===== config.mk =====
export PLATFORM = sky130hd
export DESIGN_NAME = mem_loader_flat
export DESIGN_NICKNAME = d
export VERILOG_FILES = /design/src/rtl/mem_loader_pkg.sv /design/src/rtl/mem_loader_if.sv /design/src/rtl/mem_loader.sv /design/src/flat_wrapper.sv
export SDC_FILE = /design/constraint.sdc
export NUM_CORES = 1
export LEC_CHECK = 0
export ABC_AREA = 1
export BUFFER_PORTS_ARGS = -buffer_cell sky130_fd_sc_hd__buf_2
export CORE_MARGIN = 3
export CORE_UTILIZATION = 47
export CTS_CLUSTER_DIAMETER = 60
export DETAILED_ROUTE_END_ITERATION = 10
export MAX_ROUTING_LAYER = met4
export PLACE_DENSITY = 0.75
export SYNTH_ARGS = -nofsm -noshare
export SYNTH_HDL_FRONTEND = slang
export SYNTH_SLANG_ARGS = --single-unit

===== constraint.sdc =====
create_clock -name clk -period 1.5 [get_ports clk]
set_input_delay 0.075 -clock clk [delete_from_list [all_inputs] [get_ports clk]]
set_output_delay 0.075 -clock clk [all_outputs]
set_load 0.1 [all_outputs]

===== src/rtl/mem_loader_pkg.sv =====
// mem_loader_pkg: shared state encodings and default widths for the switch-driven memory loader
package mem_loader_pkg;
    localparam int LD_ADDR_W = 8;
    localparam int LD_DATA_W = 32;
    localparam int LD_BYTE_W = 8;
    typedef enum logic [1:0] {LD_IDLE, LD_COLLECT, LD_WRITE, LD_DONE} ld_state_t;
    function automatic int cnt_w(input int nb);
        return nb > 1 ? $clog2(nb) : 1;
    endfunction
endpackage


===== src/rtl/mem_loader_if.sv =====
// mem_loader_if: operator inputs and memory write port of the loader; master is the loader side
interface mem_loader_if
    import mem_loader_pkg::*;
#(
    parameter int ADDR_W = LD_ADDR_W,
    parameter int DATA_W = LD_DATA_W,
    parameter int BYTE_W = LD_BYTE_W
);
    localparam int CW = cnt_w(DATA_W / BYTE_W);
    logic [BYTE_W-1:0] sw;
    logic              byte_stb;
    logic              addr_set;
    logic              wr_ack;
    logic              wr_req;
    logic [ADDR_W-1:0] wr_addr;
    logic [DATA_W-1:0] wr_data;
    logic              loading;
    logic [CW-1:0]     byte_cnt;
    logic              err;
    logic [15:0]       disp;
    modport master (
        input  sw, byte_stb, addr_set, wr_ack,
        output wr_req, wr_addr, wr_data, loading, byte_cnt, err, disp
    );
    modport slave (
        output sw, byte_stb, addr_set, wr_ack,
        input  wr_req, wr_addr, wr_data, loading, byte_cnt, err, disp
    );
endinterface


===== src/rtl/mem_loader.sv =====
// mem_loader: packs switch bytes into words and writes them to memory at an auto-incrementing address
module mem_loader
    import mem_loader_pkg::*;
#(
    parameter int ADDR_W  = LD_ADDR_W,
    parameter int DATA_W  = LD_DATA_W,
    parameter int BYTE_W  = LD_BYTE_W,
    parameter int ACK_TMO = 15
) (
    input logic          clk,
    input logic          rst,
    mem_loader_if.master bus
);
    localparam int NB = DATA_W / BYTE_W;
    localparam int CW = cnt_w(NB);
    localparam int TW = $clog2(ACK_TMO + 1);

    ld_state_t         state, state_n;
    logic [ADDR_W-1:0] addr;
    logic [DATA_W-1:0] data;
    logic [CW-1:0]     cnt;
    logic [TW-1:0]     tmo;
    logic [BYTE_W-1:0] last;
    logic              err, set, take, full, timeout;

    always_ff @(posedge clk or posedge rst)
        if (rst) state <= LD_IDLE;
        else     state <= state_n;

    // addr_set outranks a same-cycle byte; neither is honoured while a write is outstanding
    always_comb begin
        set     = bus.addr_set && state != LD_WRITE;
        take    = bus.byte_stb && !set && (state == LD_IDLE || state == LD_COLLECT);
        full    = take && cnt == CW'(NB - 1);
        timeout = state == LD_WRITE && !bus.wr_ack && tmo == TW'(ACK_TMO - 1);
        state_n = set ? LD_IDLE :
                  full ? LD_WRITE :
                  take ? LD_COLLECT :
                  (state == LD_WRITE && (bus.wr_ack || timeout)) ? LD_DONE :
                  state == LD_DONE ? LD_IDLE : state;
    end

    always_ff @(posedge clk or posedge rst) begin
        if (rst) begin
            addr <= '0;
            data <= '0;
            cnt  <= '0;
            tmo  <= '0;
            last <= '0;
            err  <= 1'b0;
        end else begin
            tmo <= (state != LD_WRITE) ? '0 : (&tmo) ? tmo : tmo + TW'(1);
            if (set) begin
                addr <= ADDR_W'(bus.sw);
                data <= '0;
                cnt  <= '0;
                err  <= 1'b0;
            end else begin
                if (take) begin
                    data <= (data << BYTE_W) | DATA_W'(bus.sw);
                    cnt  <= full ? '0 : cnt + CW'(1);
                    last <= bus.sw;
                end
                if (timeout) err <= 1'b1;
                if (state == LD_DONE) addr <= addr + ADDR_W'(1);
            end
        end
    end

    assign bus.wr_req   = state == LD_WRITE;
    assign bus.wr_addr  = addr;
    assign bus.wr_data  = data;
    assign bus.loading  = state == LD_COLLECT || state == LD_WRITE;
    assign bus.byte_cnt = cnt;
    assign bus.err      = err;
    assign bus.disp     = {8'(addr), 8'(last)};
endmodule


===== src/flat_wrapper.sv =====
// flat-port wrapper written by rule: the top's interface ports become plain ports
module mem_loader_flat import mem_loader_pkg::*;
#(
    parameter int ADDR_W  = LD_ADDR_W,
    parameter int DATA_W  = LD_DATA_W,
    parameter int BYTE_W  = LD_BYTE_W,
    parameter int ACK_TMO = 15
)
  (clk, rst, bus_sw, bus_byte_stb, bus_addr_set, bus_wr_ack, bus_wr_req, bus_wr_addr, bus_wr_data, bus_loading, bus_byte_cnt, bus_err, bus_disp);
  mem_loader_if #(.ADDR_W(ADDR_W), .DATA_W(DATA_W), .BYTE_W(BYTE_W)) bus_i ();
  input logic clk;
  input logic rst;
  input wire logic [$bits(bus_i.sw)-1:0] bus_sw;
  input wire logic [$bits(bus_i.byte_stb)-1:0] bus_byte_stb;
  input wire logic [$bits(bus_i.addr_set)-1:0] bus_addr_set;
  input wire logic [$bits(bus_i.wr_ack)-1:0] bus_wr_ack;
  output wire logic [$bits(bus_i.wr_req)-1:0] bus_wr_req;
  output wire logic [$bits(bus_i.wr_addr)-1:0] bus_wr_addr;
  output wire logic [$bits(bus_i.wr_data)-1:0] bus_wr_data;
  output wire logic [$bits(bus_i.loading)-1:0] bus_loading;
  output wire logic [$bits(bus_i.byte_cnt)-1:0] bus_byte_cnt;
  output wire logic [$bits(bus_i.err)-1:0] bus_err;
  output wire logic [$bits(bus_i.disp)-1:0] bus_disp;
  assign bus_i.sw = bus_sw;
  assign bus_i.byte_stb = bus_byte_stb;
  assign bus_i.addr_set = bus_addr_set;
  assign bus_i.wr_ack = bus_wr_ack;
  assign bus_wr_req = bus_i.wr_req;
  assign bus_wr_addr = bus_i.wr_addr;
  assign bus_wr_data = bus_i.wr_data;
  assign bus_loading = bus_i.loading;
  assign bus_byte_cnt = bus_i.byte_cnt;
  assign bus_err = bus_i.err;
  assign bus_disp = bus_i.disp;
  mem_loader #(.ADDR_W(ADDR_W), .DATA_W(DATA_W), .BYTE_W(BYTE_W), .ACK_TMO(ACK_TMO)) u_core (.clk(clk), .rst(rst), .bus(bus_i));
endmodule

# Word-level counts from Yosys, hierarchy flattened
# Cells that the tools add are included.
[classes]
add_sub_neg = 3
n_mul = 0
n_div = 0
magnitude_cmp = 0
eq_ne = 7
shifts = 0
muxes = 16
n_bitwise = 2
reduce_logical = 19
[op_table]
columns = ["cell", "n"]
rows = [
  ["$mux 32", 2],
  ["$or 32x8->32", 1],
  ["$mux 2", 8],
  ["$mux 8", 2],
  ["$add 8x1->8 const B", 1],
  ["$mux 4", 2],
  ["$logic_and 1x1->1", 7],
  ["$eq 2x2->1 const B", 3],
  ["$reduce_bool 2->1", 3],
  ["$reduce_bool 5->1", 1],
  ["$add 4x1->4 const B", 1],
  ["$eq 4x4->1 const B", 1],
  ["$reduce_and 4->1", 1],
  ["$logic_or 1x1->1", 3],
  ["$add 2x1->2 const B", 1],
  ["$eq 2x1->1 const B", 1],
  ["$logic_not 1->1", 2],
  ["$logic_not 2->1", 1],
  ["$mux 1", 2],
  ["$ne 2x1->1 const B", 1],
  ["$ne 2x2->1 const B", 1],
  ["$reduce_and 2->1", 1],
  ["$not 1->1", 1],
]
[word_totals]
reg_bits = 57
latch_bits = 0
ramBits = 0
rom_bits = 0
in_bits = 13
wordCells = 54
n_memories = 0

# Depth between registers and ports, before layout
# Gate-level depths: netlist of run 1.
[logic_depth]
ltp_word = 9
depth_mapped = 10
mapped_depth_nobuf = 10

# Least setup slack after synthesis of run 1
# No wires, ideal clock.
[synth_timing]
kind = "register to register"
start = "register u_core.state[0]"
end = "register u_core.last[0]"
arrival_time_ns = 2.153
required_time_ns = 1.379
setup_slack_ns = -0.774
path_stages_with_launch = 11
path_buffers = 1
path_cell_list = "dfrtp_1 inv_1 ha_1 inv_2 nand2_4 inv_4 nor2_8 inv_4 buf_6 nand2_2 o21ai_2"
[synth_between]
elab_chain_cells = 6
elab_cells_between_ends = 10
[synth_lines]
columns = ["item", "line", "source"]
rows = [
  ["start: declaration", "mem_loader.sv:18", "ld_state_t state, state_n;"],
  ["start signal: assignment", "mem_loader.sv:28", "else state <= state_n;"],
  ["$ne 2x2->1", "mem_loader.sv:32", "set = bus.addr_set && state != LD_WRITE;"],
  ["$logic_and 1x1->1", "mem_loader.sv:32", ""],
  ["$logic_not 1->1", "mem_loader.sv:33", "take = bus.byte_stb && !set && (state == LD_IDLE || state == LD_COLLECT);"],
  ["$logic_and 1x1->1 (2 in series)", "mem_loader.sv:33", ""],
  ["$reduce_and 2->1 (no line) (*)", "n/a", ""],
  ["end signal: assignment", "mem_loader.sv:62", "last <= bus.sw;"],
  ["end: declaration", "mem_loader.sv:23", "logic [BYTE_W-1:0] last;"],
]
# Mark *: on every way between the ends. The rest lies on a longest branch, timed or not.
# A chain may end at the register's enable or synchronous reset.

# Worst setup path after layout of run 1
[layout_timing]
start = "register u_core.state[0]"
end = "register u_core.data[18] (netlist: u_core.bus.wr_data[18])"
[layout_between]
elab_chain_cells = 6
elab_cells_between_ends = 10
[layout_lines]
columns = ["item", "line", "source"]
rows = [
  ["$ne 2x2->1", "mem_loader.sv:32", ""],
  ["$logic_and 1x1->1", "mem_loader.sv:32", ""],
  ["$logic_not 1->1", "mem_loader.sv:33", ""],
  ["$logic_and 1x1->1 (2 in series)", "mem_loader.sv:33", ""],
  ["$reduce_bool 2->1 (no line)", "n/a", ""],
  ["end signal: assignment", "mem_loader.sv:60", "data <= (data << BYTE_W) | DATA_W'(bus.sw);"],
  ["end: declaration", "mem_loader.sv:20", "logic [DATA_W-1:0] data;"],
]
# Parallel ways exist; a longest one is shown, timed or not.

==> results_dict.tcl, run 1 <==
set metrics [dict create \
    drt_iter0_markers 73 \
    critPathKind "register to register" \
    avgRoutedWirePerCell_um 13.4 \
    min_path_type "input port to register" \
    grt_pass1_wl_mm 10.4 \
    regArea_um2 1440 \
    setup_violations 1 \
    hold_violations 0 \
    required_ns 1.75 \
    violations "setup timing" \
    firstDrtPassIters 4 \
    dpl.hpwl_mm 4.39 \
    rows 27 \
    synth_area_leaders "dfrtp_1 (51%), o22ai_2 (9.3%), nand2_1 (9.2%), inv_1 (5.7%), o21ai_2 (4.3%)" \
    fmax_ghz 0.660 \
    gr-total-overflow 0 \
    nFillCells 464 \
    r2r_start "u_core.state[0]" \
    cp.arrival_ns 1.76 \
    die_x_um 83.5 \
    portBuffers 73 \
    synth_edf_count 0 \
    drt_wl_total_mm 6.16 \
    die-area_um2 6970 \
    die_y_um 83.5 \
    antenna_found_initial 0 \
    multi_input_area_um2 1190 \
    drc 0 \
    grt_pass1_vias 2256 \
    cts.clk_slew.worst_paths_ns 0.07 \
    ys_warn_count 0 \
    dp.cells 435 \
    holdCritStartpoint "bus_sw[6]" \
    io-pin-count 74 \
    yosys.area.top_type "dfrtp_1" \
    grt_use_met1 0.228 \
    syn_inst 292 \
    core-area_um2 5640 \
    synth-compound-area-share 0.179 \
    post-route-period-util 1.01 \
    grt_busiest_layer "met2" \
    layout-drive-gt1-share 0.477 \
    period_needed_ns 1.52 \
    synth_fp_nets 314 \
    initial_core_util 0.500 \
    layout.cells.non_filler 458 \
    fin_nets 403 \
    cts_max_level 3 \
    syn-cell-area_um2 2820 \
    synthSimpleGateAreaFrac 0.164 \
    synth_seq_cells 57 \
    drv_slew 0 \
    grt_max_degree 58 \
    setup_slack_ns -0.0157 \
    antennaDiodeCount 0 \
    startpoint "u_core.state[0]" \
    clockBufferDepth 2 \
    drtAntennaViolNets 0 \
    place_congestion 0.846 \
    start_kind "register" \
    root_buffer "clkbuf_8" \
    path_max_fanout 16 \
    syn-mean-instance-area_um2 9.66 \
    synth.most_common_cell "nand2_1" \
    status "complete, but fails checks" \
    synth_cell_types 26 \
    synthTopCellsByCount "nand2_1 (69), dfrtp_1 (57), inv_1 (43), o22ai_2 (21)" \
    grtUsageMet3 0.0444 \
    clock_latency_ns 0.34 \
    synth.top_cell.area_share 0.506 \
    clkSinkCount 57 \
    worst_pin_slew_ns 0.498 \
    synth_adder_area_share 0.0399 \
    ys_async_sr_fraction 1.00 \
    synth-xor-area-share 0.00311 \
    setup.worst_path.end_class "register" \
    grt_usage 0.191 \
    rsz0062_at_grt "yes" \
    synth_top_family_by_area "compound AO/OA/AOI/OAI gates" \
    maxCapViolCount 0 \
    viasPerCell 4.85 \
    use_met2 0.305 \
    numCtsBuffers 9 \
    areaGrowthSynthToFinish_pct 32.2 \
    synthMuxAreaShare 0 \
    relSlewSlack 0.670 \
    routed-via-count 2220 \
    ys.flop_type "dfrtp_1" \
    cts_tree "done" \
    ys_seq_area_frac 0.506 \
    skew_ns 0.00938 \
    setup_tns_ns -0.0157 \
]
## kinds of logic (layout without fill, tap and decap cells)
kind of cell / Yosys count / count (layout)
compound gates: 55 / 55
fa+ha+maj: 9 / 9
simple gates: 107 / 107
flops: 57 / 57
xor+xnor: 1 / 1
buf+inv: 63 / 157
## repair_timing
action	in CTS	in global routing
setup endpoints to repair	27	46
cloned	0	1
resized for setup	1	34
buffers inserted	0	4
hold buffers	2	0
endpoints found under the hold margin	58	0
pin swaps	0	6
## placed cells by master, fill, tap and decap left out, drive strengths merged, types with 4 or more instances in the layout
master	netlist	routed
o22ai	21	21
nand3	14	14
nor2	15	15
ha	9	9
clkinv	1	4
nand2	74	74
inv	47	48
buf	15	90
dfrtp	57	57
o21ai	29	29
clkbuf	0	11
## final timing paths
check / endpoint / slack, ns / cells after the start
hold / removal: u_core.last[6] / 0.02 / 3
hold reg to reg: u_core.last[6] / 0.48 / 2
max in group asynchronous: u_core.bus.wr_addr[1] / 0.89 / 4
min in group asynchronous: u_core.last[6] / 0.33 / 4
setup / recovery: u_core.bus.wr_data[18] / -0.02 / 6
setup reg to reg: u_core.bus.wr_data[18] / -0.02 / 6
## sequential cells by signal (all words and copies together) (netlist names)
signal	count
u_core.last	8
u_core.bus.wr_addr	8
u_core.bus.err	1
u_core.bus.byte_cnt	2
u_core.tmo	4
u_core.state	2
u_core.bus.wr_data	32
## stage by stage
| stage | hold slack (ns) | setup WS, ns | utilization | area, um2 |
|---|---|---|---|---|
| 2_1_floorplan | 0.205 | -0.166 | - | 2860 |
| 3_3_place_gp | 0.155 | 0.0442 | 0.600 | 3380 |
| 3_5_place_dp | 0.157 | -0.0251 | 0.600 | 3380 |
| 4_1_cts | 0.00255 | -0.000702 | 0.633 | 3570 |
| 5_1_grt | 0.0192 | -0.0969 | 0.661 | 3730 |
| 6_report | 0.0185 | -0.0157 | 0.661 | 3730 |
## critical path, cell delays in order, from the launching register on
cell	delay, ns
dfrtp_1	0.41
inv_2	0.10
ha_4	0.17
o21ai_4	0.25
nand2_4	0.14
buf_12	0.18
o22ai_2	0.17
## layer usage
layer,wire (um),share of wire,vias up
li1,-,-,1121
met1,2660,0.43,1030
met2,3030,0.49,56
met3,326,0.053,13
met4,145,0.024,0
met5,0,0,-
## layout make-up
cell class                 count  share of cell area
timing repair buffer          93               0.173
inverter                      48              0.0537
sequential                    57               0.386
tap                           72              0.0242
clock inverter                 6             0.00940
multi-input combinational    172               0.319
clock buffer                  10              0.0342
Power of run 1 is left out: the tool's default activity adds up to more than one toggle a clock period on the data nets, which glitch-free logic cannot reach.
==> run 2, diff against run 1 <==
--- a/config.mk
+++ b/config.mk
@@ -5,14 +5,14 @@
 export SDC_FILE = /design/constraint.sdc
 export NUM_CORES = 1
 export LEC_CHECK = 0
-export ABC_AREA = 1
+export ABC_CLOCK_PERIOD_IN_PS = 1500
 export BUFFER_PORTS_ARGS = -buffer_cell sky130_fd_sc_hd__buf_2
 export CORE_MARGIN = 3
 export CORE_UTILIZATION = 47
 export CTS_CLUSTER_DIAMETER = 60
 export DETAILED_ROUTE_END_ITERATION = 10
 export MAX_ROUTING_LAYER = met4
-export PLACE_DENSITY = 0.75
+export PLACE_DENSITY = 0.76
 export SYNTH_ARGS = -nofsm -noshare
 export SYNTH_HDL_FRONTEND = slang
 export SYNTH_SLANG_ARGS = --single-unit
==> results_dict.tcl, run 2 <==
set metrics [dict create \
    status "complete, but fails checks" \
    violations "setup timing" \
    ys_seq_area_frac 0.520 \
    ys_warn_count 0 \
    drtAntennaViolNets 0 \
    numCtsBuffers 9 \
    syn-mean-instance-area_um2 10.1 \
    die_x_um 82.4 \
    synth_area_leaders "dfrtp_1 (52%), nand2_1 (9.3%), a21oi_1 (6.8%), ha_1 (4.1%), buf_4 (3.8%)" \
    routed-via-count 2341 \
    cp_num_cells 5 \
    hold_violations 0 \
    critPathKind "register to register" \
    dpl.hpwl_mm 4.82 \
    antennaDiodeCount 0 \
    largest_reg_flops 32 \
    synth.top_cell.area_share 0.520 \
    cts_tree "done" \
    skew_ns 0.00616 \
    start_kind "register" \
    grt_pass1_vias 2207 \
    final_cell_mix "buf_2 (71), nand2_1 (68), dfrtp_1 (46), a21oi_2 (30), buf_4 (14)" \
    syn-cell-area_um2 2740 \
    ys.flop_type "dfrtp_1" \
    die-area_um2 6790 \
    clockBufferDepth 2 \
    endpoint "u_core.last[4]" \
    setup_violations 34 \
    portBuffers 73 \
    yosys.area.top_type "dfrtp_1" \
    drv_slew 0 \
    viasPerCell 5.27 \
    fin_nets 389 \
    clkSinkCount 57 \
    maxCapViolCount 0 \
    r2r_start "u_core.state[0]" \
    period_needed_ns 1.57 \
    post-route-period-util 1.05 \
    areaGrowthSynthToFinish_pct 43.2 \
    grt_usage 0.229 \
    r2r_slack_ns -0.07 \
    drt_iter0_markers 116 \
    drc 0 \
    rsz0062_at_grt "yes" \
    synth_edf_count 0 \
    antenna_found_initial 0 \
    required_ns 1.72 \
    core-area_um2 5570 \
    synthTopCellsByCount "nand2_1 (68), dfrtp_1 (57), a21oi_1 (37), buf_4 (14)" \
    avgRoutedWirePerCell_um 16.0 \
    setup.worst_path.end_class "register" \
    nFillCells 414 \
    cp_top_family "flip-flops" \
    relSlewSlack 0.673 \
    firstDrtPassIters 5 \
    worst_pin_slew_ns 0.493 \
    fmax_ghz 0.638 \
    syn_inst 272 \
    reg2reg_to "u_core.last[4]" \
    startpoint "u_core.state[0]" \
    gr-total-overflow 0 \
    grt_pass1_wl_mm 11.2 \
    synth.most_common_cell "nand2_1" \
    io-pin-count 74 \
    root_buffer "clkbuf_8" \
    place_congestion 0.815 \
    initial_core_util 0.492 \
    rr_worst_depth 5 \
    cp_num_buf_inv 1 \
    synth_cell_types 44 \
    clock_latency_ns 0.34 \
    min_path_type "input port to register" \
    grt_max_degree 36 \
    layout-drive-gt1-share 0.503 \
    rows 27 \
    mostFrequentLayoutCell "buf_2" \
    critPathSlowestCell "dfrtp_2" \
    cts.clk_slew.worst_paths_ns 0.07 \
    final_core_util 0.704 \
    cts_max_level 3 \
    setup_slack_ns -0.0686 \
    die_y_um 82.4 \
    synth_fp_nets 294 \
    cp.arrival_ns 1.79 \
    synth_seq_cells 57 \
    path_max_fanout 8 \
    path_cells "buf_4 > ha_4 > o21ai_4 > nor2_8 > mux2_4" \
    cpPeakStageDelay_ns 0.43 \
    drt_wl_total_mm 7.09 \
    ys_async_sr_fraction 1.00 \
]
## run 2: worst min-delay path, cell delays in order
cell and delay [ns]:
buf_2 0.12, nand2_1 0.07, a21oi_2 0.05
## run 2: worst min-delay path by stage
stage	cells past startpoint	start	endpoint	slack, ns
finish	3	bus_sw[7]	u_core.bus.wr_data[7]	0.01
detailed placement	2	rst	u_core.bus.wr_data[13]	0.07
CTS	3	bus_sw[7]	u_core.bus.wr_data[7]	0.001
floorplan	2	bus_sw[1]	u_core.bus.wr_data[1]	0.20
global route	3	bus_sw[0]	u_core.bus.wr_data[0]	0.001
global placement	2	rst	u_core.bus.wr_data[13]	0.07
## run 2: cells by family (layout without fill, tap and decap cells)
kind of cell / count (synthesis) / in the layout / share of synthesized area
buf+inv: 30 / 130 / 0.0748
flops: 57 / 57 / 0.520
compound gates: 58 / 58 / 0.120
xor+xnor: 2 / 2 / 0.00639
simple gates: 100 / 100 / 0.172
fa+ha+maj: 9 / 9 / 0.0411
mux: 16 / 16 / 0.0657
## run 2: layout make-up
type,count,area (um2),area share
Tap cell,72,90.1,0.0229
Inverter,7,26.3,0.00669
Timing Repair Buffer,107,796,0.203
Clock inverter,6,67.6,0.0172
Sequential cell,57,1440,0.367
Clock buffer,10,138,0.0351
Multi-Input combinational cell,185,1370,0.349
## run 2: layer usage
metal  vias to the layer above  share of wire  GRT usage
met5                         -              0          -
met4                         0          0.011      0.105
met3                         8          0.048     0.0423
met2                        57           0.51      0.350
met1                      1169           0.43      0.295
li1                       1107              -          -
## run 2: timing repair
action,CTS,global route
resized for setup,15,4
hold endpoints to repair,20,0
hold buffers,6,0
setup buffers,3,0
cloned,1,1
pin swaps,2,5
endpoints found under the setup margin,48,54
## run 2: through the flow
| stage | setup TNS (ns) | hold slack, ns | worst slack, ns | cell area [um2] | cells |
|---|---|---|---|---|---|
| after detailed placement | -1.98 | 0.0741 | -0.111 | 3510 | 417 |
| after global routing | -3.73 | 0.00135 | -0.109 | 3930 | 444 |
| after floorplan | -5.59 | 0.204 | -0.255 | 3000 | 272 |
| after CTS | -0.674 | 0.00149 | -0.0525 | 3880 | 443 |
| final | -0.903 | 0.0137 | -0.0686 | 3930 | 444 |
| after global placement | -0.122 | 0.0682 | -0.0341 | 3510 | 417 |
Power of run 2 is left out for the same reason.
